[src/rtl/fetch_pkg.sv]
// Shared types and constants for the instruction-fetch front end.
package fetch_pkg;

  localparam int          INSTR_W      = 32;
  localparam logic [31:0] RESET_PC_DEF = 32'h0000_3000;
  localparam logic [INSTR_W-1:0] NOP_INSTR = 32'h0000_0000;

  // One buffered fetch: the address it came from and the returned word.
  typedef struct packed {
    logic [31:0]        pc;
    logic [INSTR_W-1:0] instr;
  } fq_entry_t;

  // Sequential next-word address; wraps modulo 2^32.
  function automatic logic [31:0] pc_inc(input logic [31:0] pc);
    return pc + 32'd4;
  endfunction

endpackage

[src/rtl/fetch_queue.sv]
// In-order circular buffer of fetched {pc, instr} entries with flush.
module fetch_queue
  import fetch_pkg::*;
#(
  parameter  int DEPTH = 2,
  localparam int CW    = $clog2(DEPTH + 1)
) (
  input  logic          CLK,
  input  logic          RST_N,
  input  logic          push,
  input  fq_entry_t     push_data,
  input  logic          pop,
  input  logic          flush,
  output fq_entry_t     head,
  output logic [CW-1:0] cnt
);

  localparam int PW = (DEPTH > 1) ? $clog2(DEPTH) : 1;

  fq_entry_t     mem_r [DEPTH];
  logic [PW-1:0] rd_ptr_r;
  logic [PW-1:0] wr_ptr_r;
  logic [CW-1:0] cnt_r;
  logic          pop_ok_s;
  logic          push_ok_s;

  // Pointer advance with wrap at DEPTH (DEPTH need not be a power of two).
  function automatic logic [PW-1:0] ptr_next(input logic [PW-1:0] ptr);
    if (ptr == PW'(DEPTH - 1)) begin
      return PW'(0);
    end else begin
      return ptr + PW'(1);
    end
  endfunction

  // Qualify push/pop so a misbehaving caller can never under/overflow the ring.
  always_comb begin
    pop_ok_s  = pop && (cnt_r != CW'(0));
    push_ok_s = push && ((cnt_r != CW'(DEPTH)) || pop_ok_s);
  end

  // Entry storage; written at the tail on every accepted push.
  always_ff @(posedge CLK or negedge RST_N) begin
    if (!RST_N) begin
      for (int i = 0; i < DEPTH; i++) begin
        mem_r[i] <= '0;
      end
    end else if (push_ok_s && !flush) begin
      mem_r[wr_ptr_r] <= push_data;
    end
  end

  // Pointers and occupancy; flush empties the ring in one cycle.
  always_ff @(posedge CLK or negedge RST_N) begin
    if (!RST_N) begin
      rd_ptr_r <= PW'(0);
      wr_ptr_r <= PW'(0);
      cnt_r    <= CW'(0);
    end else if (flush) begin
      rd_ptr_r <= PW'(0);
      wr_ptr_r <= PW'(0);
      cnt_r    <= CW'(0);
    end else begin
      if (push_ok_s) begin
        wr_ptr_r <= ptr_next(wr_ptr_r);
      end
      if (pop_ok_s) begin
        rd_ptr_r <= ptr_next(rd_ptr_r);
      end
      case ({push_ok_s, pop_ok_s})
        2'b10:   cnt_r <= cnt_r + CW'(1);
        2'b01:   cnt_r <= cnt_r - CW'(1);
        default: cnt_r <= cnt_r;
      endcase
    end
  end

  // Head is read straight from storage; callers gate it with cnt.
  always_comb begin
    head = mem_r[rd_ptr_r];
    cnt  = cnt_r;
  end

endmodule

[src/rtl/fetch_unit.sv]
// Instruction-fetch front end: PC, request credits, stale-response discard
// and the in-order instruction queue feeding IF/ID.
module fetch_unit
  import fetch_pkg::*;
#(
  parameter logic [31:0] RESET_PC = RESET_PC_DEF,
  parameter int          QDEPTH   = 2
) (
  input  logic               CLK,
  input  logic               RST_N,
  input  logic               StallF,
  input  logic               RedirectValid,
  input  logic [31:0]        RedirectPC,
  output logic               IReq,
  output logic [31:0]        IAddr,
  input  logic               IGnt,
  input  logic               IRValid,
  input  logic [INSTR_W-1:0] IRData,
  output logic [INSTR_W-1:0] Instr,
  output logic [31:0]        PCPlus4F,
  output logic               InstrValidF,
  output logic               FetchBusy
);

  localparam int CW = $clog2(QDEPTH + 1);

  logic [31:0]   fpc_r;
  logic [31:0]   rpc_r;
  logic [CW-1:0] outst_r;
  logic [CW-1:0] discard_r;

  logic [CW-1:0] q_cnt_s;
  fq_entry_t     q_head_s;
  fq_entry_t     push_entry_s;
  logic          instr_valid_s;
  logic          pop_s;
  logic [CW:0]   occupancy_s;
  logic          ireq_s;
  logic          accept_s;
  logic          keep_s;

  // Consume, credit and keep/drop decisions for this cycle.
  always_comb begin
    instr_valid_s = (q_cnt_s != CW'(0));
    pop_s         = instr_valid_s && !StallF && !RedirectValid;
    // Credits freed by a same-cycle pop can be reused immediately.
    occupancy_s   = {1'b0, outst_r} + {1'b0, q_cnt_s} - (CW + 1)'(pop_s);
    ireq_s        = RST_N && !RedirectValid && (occupancy_s < (CW + 1)'(QDEPTH));
    accept_s      = ireq_s && IGnt;
    // A response is stale if older than the last redirect or racing one now.
    keep_s        = IRValid && (discard_r == CW'(0)) && !RedirectValid;
    push_entry_s  = '{pc: rpc_r, instr: IRData};
  end

  // Fetch PC: redirect reloads, each accepted request advances by one word.
  always_ff @(posedge CLK or negedge RST_N) begin
    if (!RST_N) begin
      fpc_r <= RESET_PC;
    end else if (RedirectValid) begin
      fpc_r <= RedirectPC;
    end else if (accept_s) begin
      fpc_r <= pc_inc(fpc_r);
    end else begin
      fpc_r <= fpc_r;
    end
  end

  // PC of the next response to keep; tracks requests in order.
  always_ff @(posedge CLK or negedge RST_N) begin
    if (!RST_N) begin
      rpc_r <= RESET_PC;
    end else if (RedirectValid) begin
      rpc_r <= RedirectPC;
    end else if (keep_s) begin
      rpc_r <= pc_inc(rpc_r);
    end else begin
      rpc_r <= rpc_r;
    end
  end

  // Outstanding request count: +1 on accept, -1 on any response.
  always_ff @(posedge CLK or negedge RST_N) begin
    if (!RST_N) begin
      outst_r <= CW'(0);
    end else begin
      case ({accept_s, IRValid})
        2'b10:   outst_r <= outst_r + CW'(1);
        2'b01:   outst_r <= outst_r - CW'(1);
        default: outst_r <= outst_r;
      endcase
    end
  end

  // Stale-response counter: on redirect every still-pending response is stale.
  always_ff @(posedge CLK or negedge RST_N) begin
    if (!RST_N) begin
      discard_r <= CW'(0);
    end else if (RedirectValid) begin
      discard_r <= outst_r - CW'(IRValid);
    end else if (IRValid && (discard_r != CW'(0))) begin
      discard_r <= discard_r - CW'(1);
    end else begin
      discard_r <= discard_r;
    end
  end

  fetch_queue #(
    .DEPTH (QDEPTH)
  ) u_queue (
    .CLK       (CLK),
    .RST_N     (RST_N),
    .push      (keep_s),
    .push_data (push_entry_s),
    .pop       (pop_s),
    .flush     (RedirectValid),
    .head      (q_head_s),
    .cnt       (q_cnt_s)
  );

  // Output presentation: NOP and zero PC+4 whenever the queue is empty.
  always_comb begin
    IReq        = ireq_s;
    IAddr       = fpc_r;
    InstrValidF = instr_valid_s;
    FetchBusy   = !instr_valid_s;
    if (instr_valid_s) begin
      Instr    = q_head_s.instr;
      PCPlus4F = pc_inc(q_head_s.pc);
    end else begin
      Instr    = NOP_INSTR;
      PCPlus4F = 32'h0000_0000;
    end
  end

endmodule

[config.mk]
export PLATFORM = sky130hd
export DESIGN_NAME = fetch_unit
export DESIGN_NICKNAME = d
export VERILOG_FILES = /design/src/rtl/fetch_pkg.sv /design/src/rtl/fetch_queue.sv /design/src/rtl/fetch_unit.sv
export SDC_FILE = /design/constraint.sdc
export NUM_CORES = 1
export LEC_CHECK = 0
export ABC_AREA = 1
export CAP_MARGIN = 25
export CORE_UTILIZATION = 50
export DETAILED_ROUTE_END_ITERATION = 8
export PLACE_DENSITY = 0.83
export SLEW_MARGIN = 10
export SYNTH_ARGS = -nofsm -noshare
export SYNTH_HDL_FRONTEND = slang
export SYNTH_HIERARCHICAL = 1
export SYNTH_SLANG_ARGS = --single-unit
export TNS_END_PERCENT = 30
[constraint.sdc]
create_clock -name CLK -period 6.53 [get_ports CLK]
set_clock_uncertainty 0.15 [all_clocks]
set_input_delay 1.306 -clock CLK [delete_from_list [all_inputs] [get_ports CLK]]
set_output_delay 1.306 -clock CLK [all_outputs]
set_load 0.005 [all_outputs]
==> Word level (Yosys, flattened, before mapping) <==
Cells that the tools add are included.
{ "word_totals": {"reg_bits": 200, "wordCells": 84, "out_inout_bits": 99} }
{ "classes": {"n_addsub": 13, "magnitude_cmp": 4, "n_eq_ne": 5, "n_reduce_logical": 26, "muxes": 23, "bitwise": 2} }
{ "op_table": {"columns": ["cell", "count"], "rows": [
  ["$mux 64", 4],
  ["$mux 32", 6],
  ["$bwmux 128", 1],
  ["$add 32x3->32 const B", 3],
  ["$demux 64 s1", 1],
  ["$reduce_bool 2->1", 8],
  ["$logic_and 1x1->1", 12],
  ["$pmux 2 s2", 2],
  ["$mux 1", 6],
  ["$mux 2", 3],
  ["$sub 2x1->2 const B", 3],
  ["$add 2x1->2 const B", 2],
  ["$eq 2x1->1 const B", 2],
  ["$eq 2x2->1 const B", 2],
  ["$ge 2x2->1 const B", 2],
  ["$not 1->2", 2],
  ["$add 2x2->3", 1],
  ["$logic_not 1->1", 3],
  ["$lt 3x2->1 const B", 1],
  ["$reduce_bool 3->1", 1],
  ["$sub 3x1->3", 1],
  ["$add 1x1->1 const B", 2],
  ["$logic_not 2->1", 1],
  ["$lt 2x1->1 const B", 1],
  ["other kinds (3)", 3]
]} }

==> Depth between registers and ports, before layout <==
{ "logic_depth": {"ltp_word": 9, "depth_mapped": 16, "ltp_nobuf": 14} }

==> Hierarchy <==
The synthesis kept the hierarchy.
{ "modules_own_cells": {"columns": ["module", "cells_per_inst", "seq_area_each_um2", "n_inst", "area_per_inst_um2"], "rows": [
  ["fetch_queue", 719, 3303.2, 1, 6398.6],
  ["fetch_unit", 979, 1706.6, 1, 6062.1]
]} }

==> Least setup slack after synthesis <==
Ideal clock, no wire load.
{ "synth_timing": {"path_kind": "in2out", "from": "input RedirectValid", "to": "output IReq", "arrival_ns": 3.510, "path_stages": 9, "required_ns": 5.074, "slack_ns": 1.564, "path_cell_list": "buf_2 > buf_1 > nor3_1 > ha_1 > or2_2 > fa_1 > xor2_1 > nand2_1 > nor2_1"} }
{ "synth_between": {"elab_chain_cells": 5} }
{ "synth_lines": {"columns": ["item", "line", "rtl"], "rows": [
  ["from (decl)", "fetch_unit.sv:12", "input logic RedirectValid,"],
  ["$logic_not 1->1", "fetch_unit.sv:45", "pop_s = instr_valid_s && !StallF && !RedirectValid;"],
  ["$logic_and 1x1->1", "fetch_unit.sv:45", null],
  ["named net pop_s", "fetch_unit.sv:36", "logic pop_s;"],
  ["$sub 3x1->3", "fetch_unit.sv:47", "occupancy_s = {1'b0, outst_r} + {1'b0, q_cnt_s} - (CW + 1)'(pop_s);"],
  ["$lt 3x2->1", "fetch_unit.sv:48", "ireq_s = RST_N && !RedirectValid && (occupancy_s < (CW + 1)'(QDEPTH));"],
  ["$logic_and 1x1->1", "fetch_unit.sv:48", null],
  ["to (decl)", "fetch_unit.sv:14", "output logic IReq,"]
]} }
The timed path passes the listed nets, and every way through them passes these cells.

==> Worst setup path after layout <==
Same ends and word-level chain as after synthesis.

==> flow_metrics.py <==
metrics = {
    "run_status": {
        "outcome": "finished clean",
    },
    "setup_path": {
        "required_ps": 5070,
        "path_delay_family": "simple AND/OR/NAND/NOR gates",
        "cp_max_fo": 5,
        "cp-startpoint": "RedirectValid",
        "cp.arrival_ps": 4240,
        "critPathCapture": "IReq",
        "cp.depth": 9,
        "worst_r2r_endpoint": "outst_r[1]$_DFFE_PN0P_",
        "worst_path_most_repeated_cell": "clkdlybuf4s50_1",
        "slowest_stage": "nor3_1",
        "cp-start-kind": "input port",
        "crit_chain": "clkdlybuf4s50_1 -> nor3_1 -> ha_1 -> or2_2 -> fa_1 -> xor2_1 -> nand2_1 -> nor2_1 -> clkdlybuf4s50_1",
        "cpPeakStageDelay_ps": 510,
        "r2r-start": "u_queue/cnt[1]$_DFFE_PN0P_",
        "end_kind": "primary output",
        "path_class": "input port to primary output",
        "r2r_cells": 11,
        "r2r_slack_ps": 2960,
        "critPathBufInv": 2,
    },
    "global_routing": {
        "grt.total_usage_pct": 25.6,
        "antenna_found_initial": 0,
        "gr-total-overflow": 0,
        "grt_pass1_wl_um": 53300,
        "grt_max_degree": 93,
        "grt_pass1_vias": 10800,
    },
    "synthesis": {
        "netlist_area_um2": 12500,
        "synth.distinct_cells": 46,
        "ys_ff_latch": 200,
        "synth_top_cell_area_share_pct": 39.4,
        "yosysMostFrequentCell": "nand2_1",
        "syn-instance-count": 1698,
        "avgSynthCellArea_um2": 7.34,
        "synth_seq_area_share_pct": 40.2,
        "synthArstFlopShare_pct": 100,
        "synth_ff_type": "dfrtp_1",
        "netlist_top_cells_area": "dfrtp_1 39%, nand2_1 19%, o21ai_2 7.8%",
        "synth_top_cell_by_area": "dfrtp_1",
        "synth-edff-count": 0,
        "yosysWarnings": 6,
        "synth_nets": 1777,
        "synth_commonest_cells": "631 x nand2_1, 224 x inv_1, 196 x dfrtp_1",
    },
    "place": {
        "port_buffers": 168,
        "place_hpwl_um": 22800,
        "gp_congestion": 0.938,
    },
    "power": {
        "switchingPower_uw": 1950,
        "peakVddDrop_uv": 161,
        "pwr-share-clk_pct": 22.8,
        "leakagePower_uw": 0.00708,
        "p_sw_share_pct": 39.6,
        "combPwrFrac_pct": 38.8,
        "internal_power_uw": 2970,
        "p_seq_share_pct": 38.4,
        "power_density_nw_per_um2": 334,
    },
    "route": {
        "post_drt_wl_per_cell_um": 14.6,
        "routed_wl_um": 31600,
        "first_pass_iters": 6,
        "drt_iter0_drc": 945,
        "final_antenna_net_count": 0,
        "viasPerCell": 5.17,
        "drc_errors": 0,
        "via_count": 11200,
    },
    "die": {
        "die_area_um2": 25600,
        "rows": 57,
        "core_area_um2": 24400,
        "die_w_um": 160,
        "ios": 169,
        "die_y_um": 160,
        "start_util_pct": 51.1,
    },
    "clocking": {
        "cts.sinks": 200,
        "htreeDepth": 4,
        "cts_hold_buf": 0,
        "numCtsBuffers": 17,
        "clk_latency_ps": 450,
        "cts_resized": 0,
        "root_buffer": "clkbuf_16",
        "path_clk_slew_ps": 80,
        "cts_tree": "yes",
        "clockBufferDepth": 2,
        "post_cts_buffers": 0,
    },
    "layout": {
        "fin_util_pct": 60.4,
        "fillCellCount": 2184,
        "multi_input_area_um2": 6010,
        "drive_above_1_share_pct": 12.6,
        "n_antenna_cell": 0,
        "nets": 1910,
        "regArea_um2": 5010,
        "syn2layout_area_growth_pct": 18.3,
    },
    "timing": {
        "maxSlewViolCount": 0,
        "hold_viol": 0,
        "slew_headroom_pct": 33.6,
        "final.period_utilization_pct": 87.3,
        "layout_min_cycle_time_ps": 5700,
        "setup_tns_ps": 0,
        "setup_viol": 0,
        "worst_slew_pin_slew_ps": 992,
        "max_freq_mhz": 176,
        "rsz0062_at_grt": "false",
    },
    "flow_run": {
        "maxCapViolCount": 0,
    },
    "hold_path": {
        "min_from": "u_queue/mem_r[33]$_DFFE_PN0P_",
        "min_path_type": "flop to flop",
    },
}
## worst min path at each step
stage | to | slack, ps | cells past startpoint
finish | u_queue/mem_r[33]$_DFFE_PN0P_ | 330 | 2
global route | u_queue/mem_r[29]$_DFFE_PN0P_ | 350 | 2
CTS | u_queue/mem_r[30]$_DFFE_PN0P_ | 340 | 2
detailed placement | u_queue/mem_r[30]$_DFFE_PN0P_ | 320 | 2
global placement | IAddr[0]$_DFFE_PN0P_ | 300 | 2
floorplan | rpc_r[0]$_DFFE_PN0P_ | 290 | 2
## kinds of logic (layout without fill, tap and decap cells)
kind of cell / after synthesis / in the layout / synth area share, %
AND/OR/NAND/NOR: 940 / 940 / 32.4
AO/OA/AOI/OAI: 206 / 206 / 12.1
flip-flops: 200 / 200 / 40.2
XOR/XNOR: 38 / 38 / 2.67
adder cells (fa/ha/maj): 9 / 9 / 0.964
buffers and inverters: 305 / 451 / 11.6
## placed cells by master, fill, tap and decap left out, types with 3 or more instances in the layout
cell type	count
nand2_1	631
inv_1	223
dfrtp_1	195
clkdlybuf4s50_1	167
nor2_1	131
o21ai_2	111
nand3_1	81
o21ai_0	44
xor2_1	28
nor3_1	22
clkbuf_16	17
nor2_4	15
inv_2	15
a21oi_1	15
nand4_1	14
o21ai_1	13
buf_4	11
nor2_2	10
xnor2_1	10
o211ai_1	10
ha_1	8
nand3_2	7
clkinv_8	7
nand2_2	6
nor3_2	6
nand2_4	5
o221ai_1	5
dfstp_2	4
inv_6	4
nand3b_1	3
o21bai_1	3
inv_12	3
## per-stage QoR
step	cell area (um^2)	hold slack (ps)	std cells	setup slack, ps	total power, uW
final	14700	333	2168	832	4920
after global routing	14700	352	2168	663	5270
after CTS	14700	337	2168	815	4940
after detailed placement	14100	318	2136	808	3810
after global placement	14100	305	2136	911	3730
after floorplan	12500	292	1698	1560	3060
## final cells by class
class                           instances  share of cell area [%]
Clock buffer                           17                    2.89
Clock inverter                         15                    1.48
Inverter                              240                    6.14
Multi-Input combinational cell       1193                    40.8
Sequential cell                       200                    34.0
Tap cell                              324                    2.75
Timing Repair Buffer                  179                    12.0
## metal layers
metal  routed length, um  global-route usage [%]  share of wire, %  vias up
met4                 695                    8.57               2.2        0
met2               14600                    41.4                46      411
met3                2080                    3.69               6.6       53
li1                    -                       -                 -     5523
met1               14200                    35.3                45     5218
met5                   0                       0                 0        -
## registers in the layout, summed over array words and instances (netlist names)
register,cells
outst_r,2
u_queue/cnt,2
u_queue/mem_r,128
IAddr,32
rpc_r,32
discard_r,2
u_queue/wr_ptr_r,1
u_queue/rd_ptr_r,1
## power groups by stage
stage	Clock (uW)	Combinational [uW]	Sequential, uW
floorplan	0	1240	1820
global placement	0	1840	1890
detailed placement	0	1900	1900
CTS	1140	1920	1880
global route	1180	2160	1940
finish	1120	1910	1890
## worst reg2reg max path, stage by stage (launching register included)
cell and delay [ps]:
dfrtp_1 530, nor2_4 50, nor3_1 450, ha_1 340, or2_2 310, fa_1 380
xor2_1 300, nand3_4 210, ha_1 360, a21oi_1 110, o21ai_0 110, xor2_1 150
No activity file was read; power rests on OpenSTA's default activity.
